## config.mk

```make
export PLATFORM = sky130hd
export DESIGN_NAME = muldiv_unit
export DESIGN_NICKNAME = d
export VERILOG_FILES = /design/src/rtl/muldiv_unit.sv
export SDC_FILE = /design/constraint.sdc
export NUM_CORES = 1
export LEC_CHECK = 0
export CAP_MARGIN = 30
export CELL_PAD_IN_SITES_DETAIL_PLACEMENT = 0
export CELL_PAD_IN_SITES_GLOBAL_PLACEMENT = 1
export CORE_MARGIN = 3
export CORE_UTILIZATION = 47
export DETAILED_ROUTE_END_ITERATION = 6
export PLACE_DENSITY_LB_ADDON = 0.12
export SYNTH_ARGS = -nofsm -noshare
export SYNTH_HDL_FRONTEND = slang
export SYNTH_SLANG_ARGS = --single-unit
```

## constraint.sdc

```tcl
create_clock -name clk -period 8.4 [get_ports clk]
set_input_delay 1.68 -clock clk [delete_from_list [all_inputs] [get_ports clk]]
set_output_delay 1.68 -clock clk [all_outputs]
set_load 0.01 [all_outputs]
```

## src/rtl/muldiv_unit.sv

```systemverilog
// muldiv_unit: iterative multiply/divide unit for the EX stage.
// Private HI/LO registers, one bit per cycle, HI/LO read back via MFHI/MFLO.
// Optional build macro MULDIV_DIV_EN adds the DIVU decode, the DIV state
// and the restoring-divide datapath. Without it DIVU is ignored.
//
// state | meaning
// IDLE  | waiting for a start; MFHI/MFLO serviced here
// MUL   | shift-add step, one multiplier bit per cycle
// DIV   | restoring-divide step, one quotient bit per cycle
// FIX   | sign correction of the 2*WIDTH product for MULT
module muldiv_unit #(
  parameter int WIDTH = 32
) (
  input  logic             clk,
  input  logic             reset,
  input  logic [WIDTH-1:0] a,
  input  logic [WIDTH-1:0] b,
  input  logic [2:0]       Operation,
  input  logic [5:0]       Funct,
  output logic [WIDTH-1:0] result,
  output logic             busy,
  output logic             done
);

  localparam int CW = $clog2(WIDTH + 1);

  localparam logic [2:0] OP_MD   = 3'b011;
  localparam logic [5:0] F_MULT  = 6'b011000;
  localparam logic [5:0] F_MULTU = 6'b011001;
  localparam logic [5:0] F_MFHI  = 6'b010000;
  localparam logic [5:0] F_MFLO  = 6'b010010;
`ifdef MULDIV_DIV_EN
  localparam logic [5:0] F_DIVU  = 6'b011011;
`endif

  typedef enum logic [1:0] {
    IDLE = 2'd0,
    MUL  = 2'd1,
    DIV  = 2'd2,
    FIX  = 2'd3
  } state_t;

  state_t               state_q, state_d;
  logic [CW-1:0]        cnt_q, cnt_d;
  // Multiply: {partial product, remaining multiplier bits}.
  // Divide:   {partial remainder, dividend bits becoming quotient}.
  logic [2*WIDTH-1:0]   acc_q, acc_d;
  // Multiplicand magnitude or divisor, held for the whole operation.
  logic [WIDTH-1:0]     opb_q, opb_d;
  logic                 sgn_q, sgn_d;
  logic                 neg_q, neg_d;
  logic [WIDTH-1:0]     hi_q, hi_d;
  logic [WIDTH-1:0]     lo_q, lo_d;
  logic [WIDTH-1:0]     result_q, result_d;
  logic                 busy_q, busy_d;
  logic                 done_q, done_d;

  logic                 is_md;
  logic                 st_mult;
  logic                 st_multu;
  logic                 rd_hi;
  logic                 rd_lo;
  logic [WIDTH-1:0]     a_mag;
  logic [WIDTH-1:0]     b_mag;
  logic [WIDTH:0]       mul_sum;
  logic [2*WIDTH-1:0]   mul_next;
  logic [2*WIDTH-1:0]   fix_val;
`ifdef MULDIV_DIV_EN
  logic                 st_divu;
  logic [WIDTH:0]       div_sh;
  logic [WIDTH:0]       div_diff;
  logic [2*WIDTH-1:0]   div_next;
`endif

  // Instruction decode and per-step datapath values.
  always_comb begin
    is_md    = (Operation == OP_MD);
    st_mult  = is_md && (Funct == F_MULT);
    st_multu = is_md && (Funct == F_MULTU);
    rd_hi    = !is_md && (Funct == F_MFHI) && !busy_q;
    rd_lo    = !is_md && (Funct == F_MFLO) && !busy_q;

    // The most-negative value maps onto itself, which read as unsigned is
    // exactly its magnitude 2^(WIDTH-1), so no extra bit is needed.
    a_mag = a[WIDTH-1] ? (~a + WIDTH'(1)) : a;
    b_mag = b[WIDTH-1] ? (~b + WIDTH'(1)) : b;

    mul_sum  = {1'b0, acc_q[2*WIDTH-1:WIDTH]}
             + (acc_q[0] ? {1'b0, opb_q} : {(WIDTH+1){1'b0}});
    mul_next = {mul_sum, acc_q[WIDTH-1:1]};

    fix_val  = neg_q ? (~acc_q + (2*WIDTH)'(1)) : acc_q;

`ifdef MULDIV_DIV_EN
    st_divu  = is_md && (Funct == F_DIVU);
    // A zero divisor never fails the trial subtract, so the quotient fills
    // with ones and the dividend shifts intact into the remainder.
    div_sh   = {acc_q[2*WIDTH-1:WIDTH], acc_q[WIDTH-1]};
    div_diff = div_sh - {1'b0, opb_q};
    div_next = div_diff[WIDTH]
             ? {div_sh[WIDTH-1:0],   acc_q[WIDTH-2:0], 1'b0}
             : {div_diff[WIDTH-1:0], acc_q[WIDTH-2:0], 1'b1};
`endif
  end

  // Next-state, datapath update, HI/LO write-back and read-back mux.
  always_comb begin
    state_d  = state_q;
    cnt_d    = cnt_q;
    acc_d    = acc_q;
    opb_d    = opb_q;
    sgn_d    = sgn_q;
    neg_d    = neg_q;
    hi_d     = hi_q;
    lo_d     = lo_q;
    done_d   = 1'b0;
    result_d = result_q;

    case (state_q)
      IDLE: begin
        if (st_mult || st_multu) begin
          state_d = MUL;
          cnt_d   = CW'(WIDTH);
          sgn_d   = st_mult;
          neg_d   = st_mult && (a[WIDTH-1] ^ b[WIDTH-1]);
          opb_d   = st_mult ? a_mag : a;
          acc_d   = {{WIDTH{1'b0}}, (st_mult ? b_mag : b)};
        end
`ifdef MULDIV_DIV_EN
        else if (st_divu) begin
          state_d = DIV;
          cnt_d   = CW'(WIDTH);
          sgn_d   = 1'b0;
          neg_d   = 1'b0;
          opb_d   = b;
          acc_d   = {{WIDTH{1'b0}}, a};
        end
`endif
      end
      MUL: begin
        acc_d = mul_next;
        cnt_d = cnt_q - CW'(1);
        if (cnt_q == CW'(1)) begin
          if (sgn_q) begin
            state_d = FIX;
          end else begin
            state_d = IDLE;
            hi_d    = mul_next[2*WIDTH-1:WIDTH];
            lo_d    = mul_next[WIDTH-1:0];
            done_d  = 1'b1;
          end
        end
      end
`ifdef MULDIV_DIV_EN
      DIV: begin
        acc_d = div_next;
        cnt_d = cnt_q - CW'(1);
        if (cnt_q == CW'(1)) begin
          state_d = IDLE;
          hi_d    = div_next[2*WIDTH-1:WIDTH];
          lo_d    = div_next[WIDTH-1:0];
          done_d  = 1'b1;
        end
      end
`endif
      FIX: begin
        acc_d   = fix_val;
        hi_d    = fix_val[2*WIDTH-1:WIDTH];
        lo_d    = fix_val[WIDTH-1:0];
        done_d  = 1'b1;
        state_d = IDLE;
      end
      default: begin
        state_d = IDLE;
      end
    endcase

    busy_d = (state_d != IDLE);

    // HI/LO are written at the completing edge, so during the done cycle
    // hi_q/lo_q already hold the new values and a read then sees them.
    if (rd_hi) begin
      result_d = hi_q;
    end else if (rd_lo) begin
      result_d = lo_q;
    end
  end

  // State and datapath registers with synchronous active-low reset.
  always_ff @(posedge clk) begin
    if (!reset) begin
      state_q  <= IDLE;
      cnt_q    <= '0;
      acc_q    <= '0;
      opb_q    <= '0;
      sgn_q    <= 1'b0;
      neg_q    <= 1'b0;
      hi_q     <= '0;
      lo_q     <= '0;
      result_q <= '0;
      busy_q   <= 1'b0;
      done_q   <= 1'b0;
    end else begin
      state_q  <= state_d;
      cnt_q    <= cnt_d;
      acc_q    <= acc_d;
      opb_q    <= opb_d;
      sgn_q    <= sgn_d;
      neg_q    <= neg_d;
      hi_q     <= hi_d;
      lo_q     <= lo_d;
      result_q <= result_d;
      busy_q   <= busy_d;
      done_q   <= done_d;
    end
  end

  assign result = result_q;
  assign busy   = busy_q;
  assign done   = done_q;

endmodule

```

; Word level (Yosys, flattened, before mapping)
; Cells that the tools add are included.
[totals]
reg_bits = 204
out_inout_bits = 34
in_bits = 75
[op_classes]
n_mux = 25
add_sub_neg = 5
n_reduce_logical = 20
n_eq_ne = 11
bitwise = 4
[op_table]
columns = operator, count
row1 = $mux W32, 11
row2 = $pmux W64 S3, 1
row3 = $mux W64, 2
row4 = $pmux W32 S2, 2
row5 = $add A32 B1 Y32 const B, 2
row6 = $add A64 B1 Y64 const B, 1
row7 = $not A32 Y32, 2
row8 = $not A64 Y64, 1
row9 = $add A32 B32 Y33, 1
row10 = $eq A6 B5 Y1 const B, 4
row11 = $pmux W6 S2, 1
row12 = $reduce_bool A2 Y1, 4
row13 = $logic_and A1 B1 Y1, 7
row14 = $eq A6 B1 Y1 const B, 1
row15 = $mux W2, 3
row16 = $mux W6, 1
row17 = $ne A2 B2 Y1 const B, 3
row18 = $reduce_and A2 Y1, 3
row19 = $sub A6 B1 Y6 const B, 1
row20 = $pmux W2 S2, 1
row21 = $eq A3 B2 Y1 const B, 1
row22 = $reduce_and A3 Y1, 1
row23 = $reduce_bool A3 Y1, 1
row24 = $eq A2 B1 Y1 const B, 1
row25 = 7 further kinds, 9

; Depth between registers and ports, before layout
[depth]
ltp_word = 6
depth_mapped = 14
ltp_nobuf = 12

; Least setup slack after synthesis
; No wires, ideal clock.
[synth_timing]
path_kind = input to register
from = in Funct[5]
to = reg acc_q[21]
path_slack_ns = 4.468
path_buffers = 3
cell_stages = 11
t_required_ns = 8.280
t_arrival_ns = 3.812
path_cell_list = or4b_1 > clkbuf_1 > nor4_1 > and2_1 > clkbuf_1 > buf_2 > o31ai_1 > xor2_1 > a21oi_1 > a211oi_1 > nor2_1
[synth_via]
elab_chain_cells = 5
word_cells_on_any_way = 10
[synth_rtl]
columns = item, line
row1 = from (decl), 19  ; input logic [5:0] Funct,
row2 = $eq A6 B5 Y1 (on tied branches), "78, 79"
row3 = $logic_and A1 B1 Y1 (on tied branches), "78, 79"
row4 = $mux W32 or $logic_or A1 B1 Y1 (tied branches), "127, 121"
row5 = $mux W64 or $ne A2 B2 Y1 (tied branches), n/a
row6 = $pmux W64 S3 or $reduce_and A2 Y1 (tied branches), n/a
row7 = to (signal assigned), 194  ; acc_q <= '0;
row8 = to (signal assigned), 206  ; acc_q <= acc_d;
row9 = to (decl), 47  ; logic [2*WIDTH-1:0] acc_q, acc_d;
; Several ways; a longest one is shown, not always the timed one. The select of a mux whose other input is x is not followed.
; A chain may end at the register's enable or synchronous reset.

; Worst setup path after layout
[layout_timing]
from = in Funct[1]
to = reg opb_q[30]
[layout_via]
elab_chain_cells = 4
word_cells_on_any_way = 7
[layout_rtl]
columns = item, line
row1 = $eq A6 B5 Y1 (on tied branches), "78, 79"
row2 = $logic_and A1 B1 Y1 (on tied branches), "78, 79"
row3 = $logic_or A1 B1 Y1, 121  ; if (st_mult || st_multu) begin
row4 = $reduce_and A2 Y1 (no line), n/a
row5 = to (signal assigned), 207  ; opb_q <= opb_d;
row6 = to (decl), 49  ; logic [WIDTH-1:0] opb_q, opb_d;
; Several ways; a longest one is shown, not always the timed one.

==> reports/qor.yml <==
timing:
  worst_slew_pin_slew_ns: 1.05
  fin_setup_tns_ns: 0
  timing.final.crit_share_pct: 52.1
  rsz0062_at_grt: "no"
  postLayoutSetupSlackWorst_ns: 4.03
  setup_violations: 0
  clock.fmax_mhz: 229
  max_slew_margin_pct: 30.0
  finalHoldViolCount: 0
  hold-worst-slack_ns: 0.448
  slew_violations: 0
  fin_worst_skew_ns: 0.00869
  layout_min_cycle_time_ns: 4.37
logic_synthesis:
  synth-main-ff-cell: "dfxtp_1"
  synth_top_area_share_pct: 31.1
  synth_edf_count: 0
  async_flop_share_pct: 0
  netlist-cell-type-count: 66
  post-synth-top-area-cell: "dfxtp_1"
  syn_nets: 1867
  synthTopCellsByArea: "dfxtp_1 (31%), a21oi_1 (7.8%), xor2_1 (5.6%)"
  netlist_instances: 1754
  syn_area_mm2: 0.0131
  ys_warn_count: 0
  post_synth.cell_area_avg_um2: 7.49
  synth_seq_area_share_pct: 31.1
  synth_seq_cells: 204
clock_tree:
  cts_tree: "done"
  clk_path_buf_depth: 3
  post-cts-setup-buffer-count: 0
  clk_pin_slew_worst_paths_ns: 0.06
  cts_hold_buf: 0
  cts-resized-gates: 0
  cts_root_buffer: "clkbuf_16"
  cts_buffers: 25
  cts_sinks: 204
  insertion_delay_ns: 0.53
  htree_num_levels: 1
detailed_routing:
  first_iter_violations: 1233
  drtPass1Iterations: 5
  vias: 13200
  ant_nets: 0
  drc_errors: 0
  avgViaCountPerCell: 6.10
  wl_per_cell_um: 20.4
  totalWireLength_um: 44100
finish:
  antenna_cells: 0
  areaGrowthSynthToFinish_pct: 16.2
  final.fill_count: 2615
  nNetsFinal: 1891
  layout-drive-gt1-share_pct: 5.35
floorplan:
  rows: 60
  dieArea_mm2: 0.0300
  die_y_um: 173
  initial_core_util_pct: 48.2
  die_width_um: 173
  core_mm2: 0.0273
  io_pins: 109
setup_path:
  worstRegToRegCells: 12
  crit_chain: "clkdlybuf4s50_1 > or4b_1 > buf_4 > nor4_1 > buf_4 > nand2_1 > a31o_2 > o21ai_1 > a21oi_1 > xnor2_1 > nand2_1 > a21oi_1"
  worstSetupPathType: "input port to register"
  cp-end-kind: "register"
  regToRegStartpoint: "acc_q[0]"
  slowest_stage: "or4b_1"
  critPathMaxFanout: 36
  critPathTopFamily: "simple AND/OR/NAND/NOR gates"
  worst_r2r_endpoint: "acc_q[56]"
  crit_path_start: "Funct[1]"
  r2r_slack_ns: 4.39
  cp.depth: 12
  startpoint_type: "input port"
  crit_buf_inv: 3
  worstPathRequired_ns: 8.84
  max_stage_delay_ns: 0.54
  endpoint: "opb_q[30]"
  arrival_ns: 4.81
power:
  clkPwrFrac_pct: 50.1
  p_comb_share_pct: 6.6
  p_leak_nw: 5.55
  power_density_mw_per_mm2: 147
  switching_share_pct: 23.1
  ir_drop_v: 0.000129
  p_sw_uw: 520
  intPower_mw: 1.73
  total_power_mw: 2.25
  p_seq_share_pct: 43.3
placed_design:
  pre_cts_slack_ns: 3.53
  dp_hpwl_um: 31300
  place_congestion: 0.892
  portBuffers: 108
run_status:
  status: "finished, final reports clean"
global_routing:
  grt_max_degree: 72
  grt_usage_pct: 28.0
  antenna_found_initial: 0
  overflow: 0
  grt_pass1_wl_um: 68700
  grt_pass1_vias: 12000
worst_hold_path:
  hold_path_class: "register to register"
job:
  maxCapViolCount: 0
cell families (layout without fill, tap and decap cells):
kind of cell	Yosys count	after routing	synth area share, %
AND/OR/NAND/NOR	618	618	22.8
XOR/XNOR	138	138	9.20
multiplexers	6	6	0.476
adder cells (fa/ha/maj)	38	38	3.67
buffers and inverters	157	198	4.54
flip-flops	204	204	31.1
AO/OA/AOI/OAI	593	593	28.2
cells in the final DEF, fill, tap and decap left out, types with 27 or more instances in the layout:
master | Yosys | final
a21oi_1 | 204 | 204
dfxtp_1 | 204 | 202
nor2_1 | 190 | 188
nand2_1 | 172 | 171
o21ai_0 | 114 | 113
clkdlybuf4s50_1 | 0 | 107
xor2_1 | 84 | 84
xnor2_1 | 54 | 54
a211oi_1 | 50 | 50
nor3_1 | 44 | 44
and2_1 | 43 | 43
o221ai_1 | 37 | 37
ha_1 | 37 | 37
o31ai_1 | 29 | 29
nand3_1 | 27 | 27
layer usage:
layer	share of wire (%)	track usage, %
met1	47	42.0
met2	42	42.0
met3	8.1	4.38
met4	2.4	7.09
met5	0	0
area by class of cell:
type / instances / area [um2] / area share (%)
flip-flops and latches: 204 / 4090 / 26.8
clock inverters: 7 / 114 / 0.745
multi-input cells: 1393 / 8500 / 55.7
inverters: 26 / 100 / 0.655
repair buffers: 128 / 1270 / 8.29
well taps: 372 / 465 / 3.05
clock buffers: 37 / 741 / 4.85
through the flow:
step,utilization [%],std cells,cell area (um2)
after detailed placement,52.9,2123,14400
after CTS,56.1,2167,15300
after floorplan,-,1754,13100
after global routing,56.1,2167,15300
after global placement,52.7,2121,14400
final,56.1,2167,15300
worst register-to-register path, cell delays in order (launching register included):
cell	delay, ns
dfxtp_1	0.51
buf_4	0.33
and2_1	0.22
ha_1	0.26
a211oi_1	0.27
o21ai_0	0.21
and3_1	0.26
o21ai_0	0.46
o311a_1	0.34
o21ai_1	0.25
a31oi_1	0.26
xor2_1	0.34
o22ai_1	0.14
worst min path at each step:
stage	slack, ns	startpoint	cells after the start	endpoint
global route	0.47	result[3]	2	result[3]
floorplan	0.42	hi_q[8]	2	hi_q[8]
global placement	0.44	opb_q[31]	2	opb_q[31]
detailed placement	0.44	opb_q[31]	2	opb_q[31]
finish	0.45	result[10]	2	result[10]
CTS	0.45	opb_q[31]	2	opb_q[31]
power groups by stage:
stage / combinational (mW) / sequential [mW] / clock, mW
6_report: 0.148 / 0.975 / 1.13
5_1_grt: 0.158 / 0.975 / 1.17
4_1_cts: 0.146 / 0.975 / 1.14
3_5_place_dp: 0.146 / 0.996 / 0
3_3_place_gp: 0.142 / 0.996 / 0
2_1_floorplan: 0.0678 / 0.995 / 0
cells in the mapped netlist (all sizes together) (20+ instances only):
library cell	n
a21oi	204
dfxtp	204
nor2	190
nand2	172
o21ai	140
clkbuf	115
xor2	84
xnor2	54
a211oi	50
nor3	45
and2	43
ha	37
o221ai	37
o31ai	29
nand3	27
inv	26
or3	23
nor4	20
or4	20
flip-flops by register name, summed over array words and instances, names as in the netlist, 2 cells and up:
name     count
acc_q       64
hi_q        32
lo_q        32
opb_q       32
result      32
cnt_q        6
state_q      2
No activity file was read; power rests on OpenSTA's default activity.
